## src/rtl/ps2_scancode_decoder_pkg.sv

```systemverilog
// Shared keyboard definitions: Set-2 prefix/status bytes, decoder states and the event record.
// The optional Pause-sequence folding is enabled by defining PAUSE_SEQ_EN.
package ps2_scancode_decoder_pkg;

   localparam logic [7:0] SC_EXT    = 8'hE0;
   localparam logic [7:0] SC_REL    = 8'hF0;
   localparam logic [7:0] SC_PAUSE  = 8'hE1;
   localparam logic [7:0] SC_BAT    = 8'hAA;
   localparam logic [7:0] SC_ACK    = 8'hFA;
   localparam logic [7:0] SC_ECHO   = 8'hEE;
   localparam logic [7:0] SC_RESEND = 8'hFE;
   localparam logic [7:0] SC_ERR0   = 8'h00;
   localparam logic [7:0] SC_ERR1   = 8'hFF;

   typedef enum logic [1:0] {
      StIdle   = 2'd0,
      StRead   = 2'd1,
      StDecode = 2'd2
   } dec_state_t;

   typedef struct packed {
      logic [7:0] code;
      logic       ext;
      logic       rel;
   } kbd_event_t;

   // Bytes that never become an event on their own (prefixes, pause lead-in, status).
   function automatic logic is_control_byte(input logic [7:0] b);
      return (b == SC_EXT)  || (b == SC_REL)    || (b == SC_PAUSE) ||
             (b == SC_BAT)  || (b == SC_ACK)    || (b == SC_ECHO)  ||
             (b == SC_RESEND) || (b == SC_ERR0) || (b == SC_ERR1);
   endfunction

endpackage

```

## src/rtl/ps2_scancode_decoder_kbd_event_fifo.sv

```systemverilog
// Small synchronous FIFO of decoded key events; head is read combinationally and reads 0 when empty.
// A push while full is accepted only if a pop frees a slot in the same cycle.
module kbd_event_fifo
   import ps2_scancode_decoder_pkg::*;
#(
   parameter int unsigned FIFO_DEPTH = 4,
   parameter int unsigned PTR_W      = 2
) (
   input  logic       clk,
   input  logic       reset,
   input  logic       i_push,
   input  kbd_event_t i_data,
   input  logic       i_pop,
   output kbd_event_t o_head,
   output logic       o_full,
   output logic       o_empty
);

   localparam logic [PTR_W-1:0] PTR_ONE  = 1;
   localparam logic [PTR_W:0]   CNT_ONE  = 1;
   localparam logic [PTR_W:0]   CNT_FULL = (PTR_W+1)'(FIFO_DEPTH);

   kbd_event_t       r_mem [FIFO_DEPTH];
   logic [PTR_W-1:0] r_wr_ptr;
   logic [PTR_W-1:0] r_rd_ptr;
   logic [PTR_W:0]   r_count;
   logic             w_do_push;
   logic             w_do_pop;

   always_comb begin
      o_full    = (r_count == CNT_FULL);
      o_empty   = (r_count == '0);
      w_do_pop  = i_pop & ~o_empty;
      w_do_push = i_push & (~o_full | w_do_pop);
      o_head    = o_empty ? '0 : r_mem[r_rd_ptr];
   end

   always_ff @(posedge clk) begin
      if (w_do_push) begin
         r_mem[r_wr_ptr] <= i_data;
      end
   end

   always_ff @(posedge clk) begin
      if (reset) begin
         r_wr_ptr <= '0;
         r_rd_ptr <= '0;
         r_count  <= '0;
      end else begin
         if (w_do_push) begin
            r_wr_ptr <= r_wr_ptr + PTR_ONE;
         end
         if (w_do_pop) begin
            r_rd_ptr <= r_rd_ptr + PTR_ONE;
         end
         if (w_do_push && !w_do_pop) begin
            r_count <= r_count + CNT_ONE;
         end else if (w_do_pop && !w_do_push) begin
            r_count <= r_count - CNT_ONE;
         end
      end
   end

endmodule

```

## src/rtl/ps2_scancode_decoder.sv

```systemverilog
// Pulls bytes from the PS/2 receiver, folds E0/F0 prefixes into key events and queues them.
// Define PAUSE_SEQ_EN to collapse the 8-byte Pause sequence (E1 ...) into one event {77, ext}.
module ps2_scancode_decoder
   import ps2_scancode_decoder_pkg::*;
#(
   parameter int unsigned FIFO_DEPTH = 4,
   parameter int unsigned PTR_W      = 2
) (
   input  logic       clk,
   input  logic       reset,
   input  logic [7:0] i_rx_q,
   input  logic       i_rx_dsr,
   input  logic       i_rx_overflow,
   output logic       o_rx_rden,
   output logic [7:0] o_ev_code,
   output logic       o_ev_ext,
   output logic       o_ev_release,
   output logic       o_ev_valid,
   input  logic       i_ev_ready,
   output logic       o_ev_lost
);

`ifdef PAUSE_SEQ_EN
   localparam logic [7:0] SC_PAUSE_KEY   = 8'h77;
   localparam logic [2:0] PAUSE_SKIP_LEN = 3'd7;
   logic [2:0] r_skip_cnt;
`endif

   dec_state_t r_state;
   logic       r_rden;
   logic       r_ext;
   logic       r_rel;
   logic       r_lost;
   logic       w_push;
   kbd_event_t w_ev;
   kbd_event_t w_head;
   logic       w_full;
   logic       w_empty;
   logic       w_pop;

   assign w_pop = i_ev_ready & ~w_empty;

   always_comb begin
      w_push = 1'b0;
      // An overflow in the decode cycle still lets the byte through, but without its prefixes.
      w_ev = '{code: i_rx_q, ext: r_ext & ~i_rx_overflow, rel: r_rel & ~i_rx_overflow};
      if (r_state == StDecode) begin
`ifdef PAUSE_SEQ_EN
         if (r_skip_cnt != '0) begin
            if (r_skip_cnt == 3'd1 && !i_rx_overflow) begin
               w_push = 1'b1;
               w_ev   = '{code: SC_PAUSE_KEY, ext: 1'b1, rel: 1'b0};
            end
         end else begin
            w_push = ~is_control_byte(i_rx_q);
         end
`else
         w_push = ~is_control_byte(i_rx_q);
`endif
      end
   end

   always_ff @(posedge clk) begin
      if (reset) begin
         r_state <= StIdle;
         r_rden  <= 1'b0;
         r_ext   <= 1'b0;
         r_rel   <= 1'b0;
         r_lost  <= 1'b0;
`ifdef PAUSE_SEQ_EN
         r_skip_cnt <= '0;
`endif
      end else begin
         r_lost <= w_push & w_full & ~w_pop;
         unique case (r_state)
            StIdle: begin
               if (i_rx_dsr) begin
                  r_state <= StRead;
                  r_rden  <= 1'b1;
               end
            end
            StRead: begin
               r_state <= StDecode;
               r_rden  <= 1'b0;
            end
            StDecode: begin
               r_state <= StIdle;
`ifdef PAUSE_SEQ_EN
               if (r_skip_cnt != '0) begin
                  r_skip_cnt <= r_skip_cnt - 3'd1;
               end else
`endif
               if (i_rx_q == SC_EXT) begin
                  r_ext <= 1'b1;
               end else if (i_rx_q == SC_REL) begin
                  r_rel <= 1'b1;
               end else begin
                  r_ext <= 1'b0;
                  r_rel <= 1'b0;
`ifdef PAUSE_SEQ_EN
                  if (i_rx_q == SC_PAUSE) begin
                     r_skip_cnt <= PAUSE_SKIP_LEN;
                  end
`endif
               end
            end
            default: begin
               r_state <= StIdle;
               r_rden  <= 1'b0;
            end
         endcase
         // Watchdog abandons any half-received sequence; takes priority over decode updates.
         if (i_rx_overflow) begin
            r_ext <= 1'b0;
            r_rel <= 1'b0;
`ifdef PAUSE_SEQ_EN
            r_skip_cnt <= '0;
`endif
         end
      end
   end

   kbd_event_fifo #(
      .FIFO_DEPTH (FIFO_DEPTH),
      .PTR_W      (PTR_W)
   ) u_fifo (
      .clk     (clk),
      .reset   (reset),
      .i_push  (w_push),
      .i_data  (w_ev),
      .i_pop   (w_pop),
      .o_head  (w_head),
      .o_full  (w_full),
      .o_empty (w_empty)
   );

   assign o_rx_rden    = r_rden;
   assign o_ev_code    = w_head.code;
   assign o_ev_ext     = w_head.ext;
   assign o_ev_release = w_head.rel;
   assign o_ev_valid   = ~w_empty;
   assign o_ev_lost    = r_lost;

endmodule

```

## config.mk

```make
export PLATFORM = sky130hd
export DESIGN_NAME = ps2_scancode_decoder
export DESIGN_NICKNAME = d
export VERILOG_FILES = /design/src/rtl/ps2_scancode_decoder_pkg.sv /design/src/rtl/ps2_scancode_decoder_kbd_event_fifo.sv /design/src/rtl/ps2_scancode_decoder.sv
export SDC_FILE = /design/constraint.sdc
export NUM_CORES = 1
export LEC_CHECK = 0
export ABC_AREA = 0
export CAP_MARGIN = 20
export CORE_MARGIN = 3
export CORE_UTILIZATION = 55
export DETAILED_ROUTE_END_ITERATION = 8
export MAX_ROUTING_LAYER = met4
export PLACE_DENSITY = 0.86
export SYNTH_ARGS = -nofsm -noshare
export SYNTH_HDL_FRONTEND = slang
export SYNTH_HIERARCHICAL = 1
export SYNTH_SLANG_ARGS = --single-unit
```

## constraint.sdc

```tcl
create_clock -name clk -period 4 [get_ports clk]
set_clock_uncertainty 0.15 [all_clocks]
set_input_delay 0.8 -clock clk [delete_from_list [all_inputs] [get_ports clk]]
set_output_delay 0.8 -clock clk [all_outputs]
set_load 0.01 [all_outputs]
```

==> flow_summary.ini <==
[floorplan]
dieArea_um2 = 5055
initial_core_util_pct = 57.45
boundaryPins = 26
die_y_um = 71.10
die_w_um = 71.10
core-area_um2 = 4058
rows = 23

[synth]
netlist.top_cell.by_area = edfxtp_1
yosys-top-cells-area = edfxtp_1 (52%), dfxtp_1 (13%), mux4_2 (5.8%)
ys_ff_latch = 55
yosys_most_used_dff = edfxtp_1
yosysWarnings = 6
synth_seq_area_share_pct = 64.41
netlist_area_um2 = 2331
avgSynthCellArea_um2 = 15.24
synth_nets = 172
netlist_instances = 153
synth_edf_count = 40
yosysTopAreaCellShare_pct = 51.53
synth_cell_types = 38
postSynth.asyncResetShare_pct = 0

[drt]
drt_wl_total_um = 4090
vias = 1307
drtPass1Iterations = 4
wl_per_cell_um = 17.40
drc = 0
drtAntennaViolNets = 0
drtIter0Drc = 110
viasPerCell = 5.562

[layout]
finalNonFillerCells = 235
nFillCells = 271
drive_above_1_share_pct = 11.35
insertedDiodeCount = 0
nets = 203
fin_util_pct = 67.75
syn2layout_area_growth_pct = 17.93

[power]
peakVddDrop_uv = 306.1
seq_power_share_pct = 56.4
internal-power_mw = 0.8789
pwr-share-comb_pct = 12.6
clkPwrFrac_pct = 31.0
p_leak_nw = 0.8927
swShare_pct = 21.47
powerDensity_nw_per_um2 = 407.2
p_switching_mw = 0.2403

[global_route]
grt_pass1_vias = 1424
grt_pass1_wl_um = 6989
grt_use_total_pct = 18.93
overflow = 0
antenna_found_initial = 0
grt_max_degree = 17

[clock_network]
clk_latency_ns = 0.29
cts.repair.resized = 0
htree_levels = 2
cts_buffers = 5
postCtsSetupBuffers = 0
hold_buffers = 0
clock_path_buffers = 2
cts-root-buf = clkbuf_8
clock-sinks = 55
tritoncts = done
path_clk_slew_ns = 0.09

[timing]
finalHoldViolations = 0
fin_crit_sh_pct = 91.53
layout_setup_ws_ns = 0.3387
worst-slew-pin-transition_ns = 0.6382
setup_viol = 0
max_freq_ghz = 0.2731
min_period_ns = 3.661
max_slew_margin_pct = 57.40
finalSetupTns_ns = 0
slew_violations = 0
rsz0062_at_grt = no

[critical_path]
critPathMaxFanout = 7
end_kind = flop
reg2reg_slack_ns = 1.03
crit_type = in -> reg
arrival_ns = 3.73
cp.required_ns = 4.07
start_kind = input port

[placement]
dp_slack_ns = 0.03599
gp_congestion = 0.7733
dp.cells = 227
io_buffers = 25
dp_hpwl_um = 2917

[hold_path]
hold_path.class = reg -> reg

[status]
outcome = finished clean

[job]
drv_cap = 0
## cells in the final DEF, fill, tap and decap left out, types with 2 or more instances in the layout
master,n
inv_1,8
clkdlybuf4s50_1,25
nor2b_1,13
clkbuf_8,5
or4b_1,2
buf_4,3
o21ai_0,2
nor3_1,3
a31oi_1,2
a21oi_1,4
and2_1,4
nor4_1,2
ha_1,5
mux4_1,4
dfxtp_1,15
nor2_1,10
mux2i_1,2
edfxtp_1,40
nand2b_1,2
xor2_1,4
or4_1,2
mux4_2,6
or3_1,2
nand2_1,4
## synthesized netlist by cell type, types with 3 or more instances
| cell | number |
|---|---|
| a21oi_1 | 4 |
| inv_1 | 8 |
| nor3_1 | 3 |
| nand2_1 | 4 |
| mux4_2 | 6 |
| nor2_1 | 10 |
| xor2_1 | 4 |
| ha_1 | 5 |
| edfxtp_1 | 40 |
| and2_1 | 4 |
| nor2b_1 | 13 |
| dfxtp_1 | 15 |
| mux4_1 | 4 |
## per-layer routing
layer  track usage, %  part of all wire [%]  up-vias
met1            23.32                    43      625
met2            30.59                    53       41
met3            3.835                   3.0        4
met4            7.933                  0.98        0
li1                 -                     -      637
met5                -                     0        -
## worst max-delay path, stage by stage
cell and delay (ns):
clkdlybuf4s50_1 0.61, xor2_1 0.18, o31a_1 0.16, nor3_2 0.05, nor4_1 0.26, a21boi_2 0.36, ha_1 0.25, inv_1 0.06
fa_1 0.37, xor2_1 0.16, or3_1 0.31, a21oi_1 0.15
## cells by family (layout without fill, tap and decap cells)
kind of cell             Yosys count  in the layout  share of synthesized area (%)
flip-flops                        55             55                          64.41
AND/OR/NAND/NOR                   50             50                          12.94
AO/OA/AOI/OAI                     13             13                          3.596
multiplexers                      13             13                          11.65
buffers and inverters             12             44                          2.361
adder cells (fa/ha/maj)            6              6                          3.543
XOR/XNOR                           4              4                          1.503
## through the flow
stage / power [mW] / area, µm² / hold slack (ns)
after floorplan: 0.7116 / 2331 / 0.2701
after global placement: 0.7804 / 2641 / 0.2826
after detailed placement: 0.7872 / 2641 / 0.3194
after CTS: 1.132 / 2749 / 0.3344
after global routing: 1.175 / 2749 / 0.3535
final: 1.119 / 2749 / 0.3259
## final cells by class
class	count	area [µm²]	share of cell area (%)
clock buffers	5	68.82	2.503
inverters	8	30.03	1.092
repair buffers	28	272.8	9.923
well taps	50	62.56	2.276
flip-flops and latches	55	1501	54.62
clock inverters	3	38.79	1.411
multi-input cells	86	774.5	28.17
## registers in the layout, summed over array words and instances (netlist names), named ones only
signal	cells
u_fifo/r_mem	40
u_fifo/r_rd_ptr	2
o_rx_rden	1
r_rel	1
u_fifo/r_wr_ptr	2
o_ev_lost	1
u_fifo/r_count	3
r_state	2
r_ext	1
## path summary, 6_finish.rpt
kind,from,to,depth (start not counted)
setup / recovery,i_rx_q[4],u_fifo/r_count[2],12
hold / removal,r_state[0],r_state[0],1
setup reg to reg,u_fifo/r_count[0],u_fifo/r_count[2],11
hold reg to reg,r_state[0],r_state[0],1
## power groups by stage
stage	clock (mW)	combinational (mW)	sequential [mW]
2_1_floorplan	0	0.0708	0.641
3_3_place_gp	0	0.137	0.644
3_5_place_dp	0	0.142	0.645
4_1_cts	0.357	0.143	0.632
5_1_grt	0.385	0.156	0.634
6_report	0.347	0.141	0.631
Note: power is estimated with default switching activity, not from simulation.
